--- config.mk ---
export PLATFORM = sky130hd
export DESIGN_NAME = spi_serf_flat
export DESIGN_NICKNAME = d
export VERILOG_FILES = /design/src/rtl/spi_serf_if.sv /design/src/rtl/spi_serf.sv /design/src/flat_wrapper.sv
export SDC_FILE = /design/constraint.sdc
export NUM_CORES = 1
export LEC_CHECK = 0
export ABC_AREA = 1
export ABC_CLOCK_PERIOD_IN_PS = 1700
export BUFFER_PORTS_ARGS = -buffer_cell sky130_fd_sc_hd__buf_4
export CAP_MARGIN = 20
export CELL_PAD_IN_SITES_DETAIL_PLACEMENT = 1
export CELL_PAD_IN_SITES_GLOBAL_PLACEMENT = 2
export CORE_MARGIN = 3
export CORE_UTILIZATION = 33
export DETAILED_ROUTE_END_ITERATION = 6
export GPL_TIMING_DRIVEN = 1
export PLACE_DENSITY = 0.85
export SKIP_LAST_GASP = 1
export SLEW_MARGIN = 20
export SYNTH_ARGS = -nofsm -noshare
export SYNTH_HDL_FRONTEND = slang
export SYNTH_SLANG_ARGS = --single-unit
--- constraint.sdc ---
create_clock -name clk -period 1.7 [get_ports clk]
set_input_delay 0.255 -clock clk [delete_from_list [all_inputs] [get_ports clk]]
set_output_delay 0.255 -clock clk [all_outputs]
set_load 0.005 [all_outputs]
--- src/rtl/spi_serf_if.sv ---
`default_nettype none
// +-----------------------------------------------------------------------+
// | spi_serf_if : SPI serf pins plus host-side word handshake.            |
// | Optional frm_err member: SPI_SERF_BITCNT_CHK_EN.  Revision: 1.0       |
// +-----------------------------------------------------------------------+
interface spi_serf_if;
  logic        SS_n;
  logic        SCLK;
  logic        MOSI;
  logic        MISO;
  logic [15:0] tx_data;
  logic        wrt;
  logic [15:0] rx_data;
  logic        rdy;
`ifdef SPI_SERF_BITCNT_CHK_EN
  logic        frm_err;

  modport master (output SS_n, SCLK, MOSI, tx_data, wrt,
                  input  MISO, rx_data, rdy, frm_err);
  modport slave  (input  SS_n, SCLK, MOSI, tx_data, wrt,
                  output MISO, rx_data, rdy, frm_err);
`else
  modport master (output SS_n, SCLK, MOSI, tx_data, wrt,
                  input  MISO, rx_data, rdy);
  modport slave  (input  SS_n, SCLK, MOSI, tx_data, wrt,
                  output MISO, rx_data, rdy);
`endif
endinterface
`default_nettype wire

--- src/rtl/spi_serf.sv ---
`default_nettype none
// +-----------------------------------------------------------------------+
// | spi_serf : 16-bit SPI serf, oversampled by clk (SCLK idle high).      |
// | Frame-length check macro: SPI_SERF_BITCNT_CHK_EN.  Revision: 1.0      |
// +-----------------------------------------------------------------------+
module spi_serf (
  input  wire logic   clk,
  input  wire logic   rst_n,
  spi_serf_if.slave   bus
);

  typedef enum logic [0:0] {
    IDLE  = 1'b0,
    SHIFT = 1'b1
  } state_t;

  state_t state;
  state_t state_nxt;

  logic        ss_s1, ss_s2, ss_s3;
  logic        sclk_s1, sclk_s2, sclk_s3;
  logic        mosi_s1, mosi_s2;
  logic [1:0]  sync_vld;
  logic        ss_armed;

  logic [15:0] shift_reg;
  logic [15:0] tx_buf;
  logic        sample;
  logic        rise_seen;
  logic [4:0]  bit_cnt;
  logic [15:0] rx_reg;
  logic        rdy_reg;

  logic        sclk_rise, sclk_fall, ss_fall, ss_rise;
  logic        frame_start, frame_end;

  always_ff @(posedge clk or negedge rst_n) begin
    if (!rst_n) begin
      ss_s1    <= 1'b1;
      ss_s2    <= 1'b1;
      ss_s3    <= 1'b1;
      sclk_s1  <= 1'b1;
      sclk_s2  <= 1'b1;
      sclk_s3  <= 1'b1;
      mosi_s1  <= 1'b0;
      mosi_s2  <= 1'b0;
      sync_vld <= 2'b00;
      ss_armed <= 1'b0;
    end else begin
      ss_s1    <= bus.SS_n;
      ss_s2    <= ss_s1;
      ss_s3    <= ss_s2;
      sclk_s1  <= bus.SCLK;
      sclk_s2  <= sclk_s1;
      sclk_s3  <= sclk_s2;
      mosi_s1  <= bus.MOSI;
      mosi_s2  <= mosi_s1;
      sync_vld <= {sync_vld[0], 1'b1};
      // A frame only starts after SS_n has really been seen high, so a
      // reset released mid-frame waits for the next genuine SS_n fall.
      if (sync_vld[1] && ss_s2)
        ss_armed <= 1'b1;
    end
  end

  assign sclk_rise = sclk_s2 & ~sclk_s3;
  assign sclk_fall = ~sclk_s2 & sclk_s3;
  assign ss_fall   = ss_armed & ~ss_s2 & ss_s3;
  assign ss_rise   = ss_s2 & ~ss_s3;

  always_ff @(posedge clk or negedge rst_n) begin
    if (!rst_n)
      state <= IDLE;
    else
      state <= state_nxt;
  end

  always_comb begin
    state_nxt   = state;
    frame_start = 1'b0;
    frame_end   = 1'b0;
    case (state)
      IDLE: begin
        if (ss_fall) begin
          state_nxt   = SHIFT;
          frame_start = 1'b1;
        end
      end
      SHIFT: begin
        if (ss_rise) begin
          state_nxt = IDLE;
          frame_end = 1'b1;
        end
      end
      default: state_nxt = IDLE;
    endcase
  end

`ifdef SPI_SERF_BITCNT_CHK_EN
  logic frm_err_reg;
`endif

  always_ff @(posedge clk or negedge rst_n) begin
    if (!rst_n) begin
      shift_reg   <= 16'h0000;
      tx_buf      <= 16'h0000;
      sample      <= 1'b0;
      rise_seen   <= 1'b0;
      bit_cnt     <= 5'd0;
      rx_reg      <= 16'h0000;
      rdy_reg     <= 1'b0;
`ifdef SPI_SERF_BITCNT_CHK_EN
      frm_err_reg <= 1'b0;
`endif
    end else begin
      rdy_reg <= 1'b0;
      if (bus.wrt)
        tx_buf <= bus.tx_data;

      if (frame_start) begin
        shift_reg <= bus.wrt ? bus.tx_data : tx_buf;
        bit_cnt   <= 5'd0;
        rise_seen <= 1'b0;
`ifdef SPI_SERF_BITCNT_CHK_EN
        frm_err_reg <= 1'b0;
`endif
      end else if ((state == SHIFT) && !frame_end) begin
        if (sclk_rise) begin
          sample    <= mosi_s2;
          rise_seen <= 1'b1;
          if (bit_cnt != 5'd16)
            bit_cnt <= bit_cnt + 5'd1;
        end
        // The leading fall precedes any rise and must not shift.
        if (sclk_fall && rise_seen)
          shift_reg <= {shift_reg[14:0], sample};
      end

      // The last bit is sampled on the final rise but never shifted in.
      if (frame_end) begin
`ifdef SPI_SERF_BITCNT_CHK_EN
        if (bit_cnt == 5'd16) begin
          rx_reg  <= {shift_reg[14:0], sample};
          rdy_reg <= 1'b1;
        end else begin
          frm_err_reg <= 1'b1;
        end
`else
        rx_reg  <= {shift_reg[14:0], sample};
        rdy_reg <= 1'b1;
`endif
      end
    end
  end

  assign bus.MISO    = (state == SHIFT) ? shift_reg[15] : 1'b0;
  assign bus.rx_data = rx_reg;
  assign bus.rdy     = rdy_reg;
`ifdef SPI_SERF_BITCNT_CHK_EN
  assign bus.frm_err = frm_err_reg;
`endif

endmodule
`default_nettype wire

--- src/flat_wrapper.sv ---
// flat-port wrapper written by rule: the top's interface ports become plain ports
module spi_serf_flat 
  (clk, rst_n, bus_SS_n, bus_SCLK, bus_MOSI, bus_tx_data, bus_wrt, bus_MISO, bus_rx_data, bus_rdy);
  spi_serf_if bus_i ();
  input  wire logic clk;
  input  wire logic rst_n;
  input wire logic [$bits(bus_i.SS_n)-1:0] bus_SS_n;
  input wire logic [$bits(bus_i.SCLK)-1:0] bus_SCLK;
  input wire logic [$bits(bus_i.MOSI)-1:0] bus_MOSI;
  input wire logic [$bits(bus_i.tx_data)-1:0] bus_tx_data;
  input wire logic [$bits(bus_i.wrt)-1:0] bus_wrt;
  output wire logic [$bits(bus_i.MISO)-1:0] bus_MISO;
  output wire logic [$bits(bus_i.rx_data)-1:0] bus_rx_data;
  output wire logic [$bits(bus_i.rdy)-1:0] bus_rdy;
  assign bus_i.SS_n = bus_SS_n;
  assign bus_i.SCLK = bus_SCLK;
  assign bus_i.MOSI = bus_MOSI;
  assign bus_i.tx_data = bus_tx_data;
  assign bus_i.wrt = bus_wrt;
  assign bus_MISO = bus_i.MISO;
  assign bus_rx_data = bus_i.rx_data;
  assign bus_rdy = bus_i.rdy;
  spi_serf u_core (.clk(clk), .rst_n(rst_n), .bus(bus_i));
endmodule
* After elaboration in Yosys (flattened, before gate mapping)
Index checks and enable logic that the tools add are counted.
Word-level totals: bits of input ports 22, output and inout bits 18, logic and storage cells 53, bits in registers 63
Operators by class: bitwise logic cells 11, mux-type cells 15, reductions and logical operators 10
Operators by type and width (count):
- $mux W16 | 4
- $mux W1 | 10
- $not A1 Y1 | 6
- $reduce_bool A2 Y1 | 3
- $and A1 B1 Y1 | 5
- $reduce_and A2 Y1 | 2
- $logic_and A1 B1 Y1 | 3
- $reduce_and A3 Y1 | 1
- $pmux W1 S2 | 1
- $logic_not A1 Y1 | 1

* Depth between registers and ports, before layout
depth after elaboration 8, gate-level depth with buffers 9, mapped depth without buffers 7

* Worst setup path after synthesis
Ideal clock, no wire load.
path kind register to register, start register u_core.ss_s2, end register u_core.state, required time 1573 ps, cell stages (with the launch flop) 6, path slack 394 ps, clock period less this slack 1306 ps, setup time 127 ps, arrival time 1179 ps, buffers on the path 1, cells stage by stage dfstp_2 -> inv_2 -> nand2_1 -> nor2_4 -> clkbuf_8 -> or2_2
On the way: word-level cells in the longest chain between the ends 5, elaborated cells between the ends (all ways) 7, those cells by class 3 x mux; 4 x bitwise
RTL lines:
- from (decl) | RTL line spi_serf.sv:20 | logic ss_s1, ss_s2, ss_s3;
- from (signal assigned) | RTL line spi_serf.sv:51 | ss_s2 <= ss_s1;
- $not A1 Y1 | RTL line spi_serf.sv:68 | assign ss_fall = ss_armed & ~ss_s2 & ss_s3;
- $and A1 B1 Y1 (2 in series) | RTL line spi_serf.sv:68
- $mux W1 | RTL line spi_serf.sv:84 | if (ss_fall) begin
- $pmux W1 S2 (*) | RTL line spi_serf.sv:82 | case (state)
- via u_core.state_nxt | RTL line spi_serf.sv:18 | state_t state_nxt;
- to (signal assigned) | RTL line spi_serf.sv:75 | state <= state_nxt;
- to (decl) | RTL line spi_serf.sv:17 | state_t state;
Mark *: on every way through the listed nets, which the timed path passes. The rest lies on a longest branch. A chain may end at the register's enable or synchronous reset.

* Final worst setup path
start register u_core.ss_s3, end register u_core.shift_reg[4]
On the way: word-level cells in the longest chain between the ends 8, elaborated cells between the ends (all ways) 13, those cells by class 5 x mux; 3 x bitwise; 5 x reduce/logical
RTL lines:
- from (decl) | RTL line spi_serf.sv:20
- from (signal assigned) | RTL line spi_serf.sv:52 | ss_s3 <= ss_s2;
- $not A1 Y1 | RTL line spi_serf.sv:69 | assign ss_rise = ss_s2 & ~ss_s3;
- $and A1 B1 Y1 | RTL line spi_serf.sv:69
- $mux W1 | RTL line spi_serf.sv:90 | if (ss_rise) begin
- $mux W1 | RTL line spi_serf.sv:82
- $logic_not A1 Y1 | RTL line spi_serf.sv:127 | end else if ((state == SHIFT) && !frame_end) begin
- $logic_and A1 B1 Y1 | RTL line spi_serf.sv:127
- $reduce_bool A2 Y1 (no source line)
- $reduce_and A2 Y1 (no source line)
- to (signal assigned) | RTL line spi_serf.sv:121 | shift_reg <= bus.wrt ? bus.tx_data : tx_buf;
- to (signal assigned) | RTL line spi_serf.sv:136 | shift_reg <= {shift_reg[14:0], sample};
- to (decl) | RTL line spi_serf.sv:26 | logic [15:0] shift_reg;
Parallel ways exist; a longest one is shown, timed or not.

==> parameters.txt <==
Parameter                              Value

Detailed routing
  Vias post-DR    1963
  Detailed route wirelength on metal2    2930 um
  Detailed-router iteration count before antenna repair    4
  Top layer reached by signal wires    met4
  Length of routed wiring on met1    2490 um
  WL/cell    12.9 um
  Met3 WL post-DR    239 um
  Number of vias per cell after detailed routing    4.41
  Post-detailed-routing wire length    5750 um
  Residual DRC    0
  DR iter-0 viols    37
  Residual antenna-violating net count after detailed routing    0

Global routing
  GRT Overall Usage    14.6%
  Number of antenna violations at the first check in global routing    0
  Total overflow reported by the global router    0
  Largest net degree at the start of global routing    35
  Vias in the first global route    2127
  Wire length of the first global-routing pass    9850 um

Pwr
  Power density over the cells    1460 nW/um^2
  Design Power    0.00461 W
  Leakage    1.75 nW
  Worst voltage drop across the vdd grid    0.688 mV

Worst setup path
  Arrival time worst endpoint    1.76 ns
  Buffers plus inverters on the worst setup path    1
  CP max stage delay    0.53 ns
  Worst reg-to-reg setup slack    0.21 ns
  Reg-to-reg endpoint    u_core.shift_reg[4]
  Critical path cell sequence    inv_1 -> a21oi_2 -> nand2_4 -> nand2_4 -> nand2_1 -> nand2_1
  Critical Path End Type    flip-flop
  Cell type of the slowest stage on the worst timing path    sky130_fd_sc_hd__dfstp_2
  Worst Setup Start Kind    flip-flop
  FF-to-FF path depth    6
  Class of the most critical setup path    flip-flop to flip-flop
  Data required time at the worst endpoint    1.97 ns
  Top Family by Delay on Critical Path    simple AND/OR/NAND/NOR gates
  Worst Path Max Fanout    17
  Start of the worst register-to-register path    u_core.ss_s3

Final layout
  Most common cell after layout, fill and taps aside    sky130_fd_sc_hd__nand2_1
  Post-route core utilization    42.7%
  Area growth from synthesis to layout    23.3%
  Final layout net count    363
  Proportion of layout cells with a drive suffix above 1    21.7%
  Top library cells by usage in the layout, fill and taps aside    sky130_fd_sc_hd__nand2_1 (183), sky130_fd_sc_hd__dfrtp_1 (57), sky130_fd_sc_hd__buf_4 (42), sky130_fd_sc_hd__nand3_1 (17), sky130_fd_sc_hd__clkbuf_8 (10)
  Number of antenna cells inserted    0

Die
  Number of ports placed on the die boundary    40
  Die boundary height    94.2 um
  Initial cell density of the core    34.6%
  Total die area    8870 um^2
  Floorplan core area    7410 um^2
  Row Count    31
  Die Wd    94.2 um

STA
  Fmax    670 MHz
  Count of endpoints failing hold in the final timing report    0
  Final critical delay including setup and external delays    1.49 ns
  Tcrit/Tclk final    87.8%
  # setup viols final    0
  Worst clock skew    0.00803 ns
  Setup TNS    0 ns
  Final-report max-slew violation count    0
  Unrepaired setup endpoints after global routing    no

Synthesis
  Seq/Total Area, Yosys    61.7%
  Register bit total from synthesis    63
  Post-synth top area share    55.6%
  Post-synthesis cell type with the largest combined area    sky130_fd_sc_hd__dfrtp_1
  Warnings, synthesis    0
  Number of distinct library cells after synthesis    22
  Top area cells in the synthesized netlist    sky130_fd_sc_hd__dfrtp_1 (56%), sky130_fd_sc_hd__nand2_1 (27%), sky130_fd_sc_hd__dfstp_2 (6.1%)
  Cell area after synthesis    2570 um^2
  Syn_area_per_cell    8.67 um^2
  Number of nets produced by synthesis    318
  Synthesized netlist cell count    296

Placement
  Gp weighted congestion    0.792
  HPWL after DPL    4140 um
  Count of input and output buffers    39

Clocking
  Number of clock sinks    63
  Clock buffers created by TritonCTS    9
  Total number of H-tree levels    3
  Worst-path clk slew    0.06 ns
  Clk_lat worst skew    0.34 ns
  Root buffer cell    sky130_fd_sc_hd__clkbuf_8
  Deepest clock path buffer count    2
  Clock tree from TritonCTS    yes
  Post-CTS Resized    0

Worst hold path
  Hold Path Cell Cnt    1
  Min-Delay Path Class    input pin to flip-flop
  Endpoint with the worst hold slack    u_core.ss_s1
  Startpoint of the tightest hold check path    bus_SS_n

Flow run
  Max capacitance violation total    0

Outcome
  Run status    finished, final reports clean
-- kinds of logic (layout without fill, tap and decap cells) --
logic type	Yosys count	in the layout	synth area share (%)
and+or+nand+nor	209	209	32.7
DFF	63	63	61.7
buffers and inverters	20	70	4.53
AOI/OAI and AO/OA	3	3	0.878
other	1	1	0.146
-- area by class of cell --
class / instances / area, um^2
inverter: 9 / 33.8
tap: 99 / 124
clock buffer: 12 / 145
multi-input combinational: 213 / 866
fill: 889 / 4250
sequential: 63 / 1580
clock inverter: 4 / 45.0
timing repair buffer: 45 / 365
-- how the worst max path moves through the flow --
stage                               end          from  slack [ns]  cells after the start
floorplan                  u_core.state  u_core.ss_s2        0.39                      5
global placement    u_core.shift_reg[6]  u_core.ss_s3        0.24                      6
detailed placement  u_core.shift_reg[4]  u_core.ss_s3        0.20                      6
CTS                 u_core.shift_reg[4]  u_core.ss_s3        0.19                      6
global route        u_core.shift_reg[4]  u_core.ss_s3        0.07                      6
finish              u_core.shift_reg[4]  u_core.ss_s3        0.21                      6
-- synthesized netlist by cell type --
| library cell | number |
|---|---|
| sky130_fd_sc_hd__dfstp_2 | 6 |
| sky130_fd_sc_hd__nand2_4 | 2 |
| sky130_fd_sc_hd__inv_2 | 3 |
| sky130_fd_sc_hd__or2_2 | 1 |
| sky130_fd_sc_hd__nand2_1 | 183 |
| sky130_fd_sc_hd__buf_8 | 1 |
| sky130_fd_sc_hd__nor2_4 | 1 |
| sky130_fd_sc_hd__clkbuf_1 | 1 |
| sky130_fd_sc_hd__inv_1 | 5 |
| sky130_fd_sc_hd__clkinv_1 | 1 |
| sky130_fd_sc_hd__buf_2 | 4 |
| sky130_fd_sc_hd__dfrtp_1 | 57 |
| sky130_fd_sc_hd__buf_4 | 4 |
| sky130_fd_sc_hd__conb_1 | 1 |
| sky130_fd_sc_hd__nor2_1 | 3 |
| sky130_fd_sc_hd__nand3_1 | 17 |
| sky130_fd_sc_hd__a21oi_2 | 1 |
| sky130_fd_sc_hd__nand3_2 | 1 |
| sky130_fd_sc_hd__a21o_2 | 1 |
| sky130_fd_sc_hd__nand2_2 | 1 |
| sky130_fd_sc_hd__clkbuf_8 | 1 |
| sky130_fd_sc_hd__a21oi_1 | 1 |
-- power by group --
| part | switching, W | leakage [nW] | internal, W | total [W] |
|---|---|---|---|---|
| sequential | 0.000299 | 0.773 | 0.00194 | 0.00224 |
| combinational | 0.000538 | 0.873 | 0.000563 | 0.00110 |
| clock | 0.000551 | 0.100 | 0.000711 | 0.00126 |
-- metal layers --
metal	track usage (%)	vias to the layer above
li1	-	982
met1	17.0	938
met5	0	-
met4	6.14	0
met2	25.1	34
met3	4.09	9
-- stage by stage --
step                      cell area, um^2  hold slack, ns  worst slack [ns]  instances
final                                3160          0.0260             0.207        445
after global routing                 3160         0.00736            0.0718        445
after CTS                            3160         0.00851             0.186        445
after detailed placement             2960           0.240             0.200        428
after global placement               2960           0.244             0.245        428
after floorplan                      2570         -0.0406             0.394        296
-- what timing repair did --
item	in CTS	in global routing
setup buffers	0	0
setup endpoints to repair	0	0
hold buffers	1	0
endpoints found under the hold margin	28	0
No activity file was read; power rests on OpenSTA's default activity.
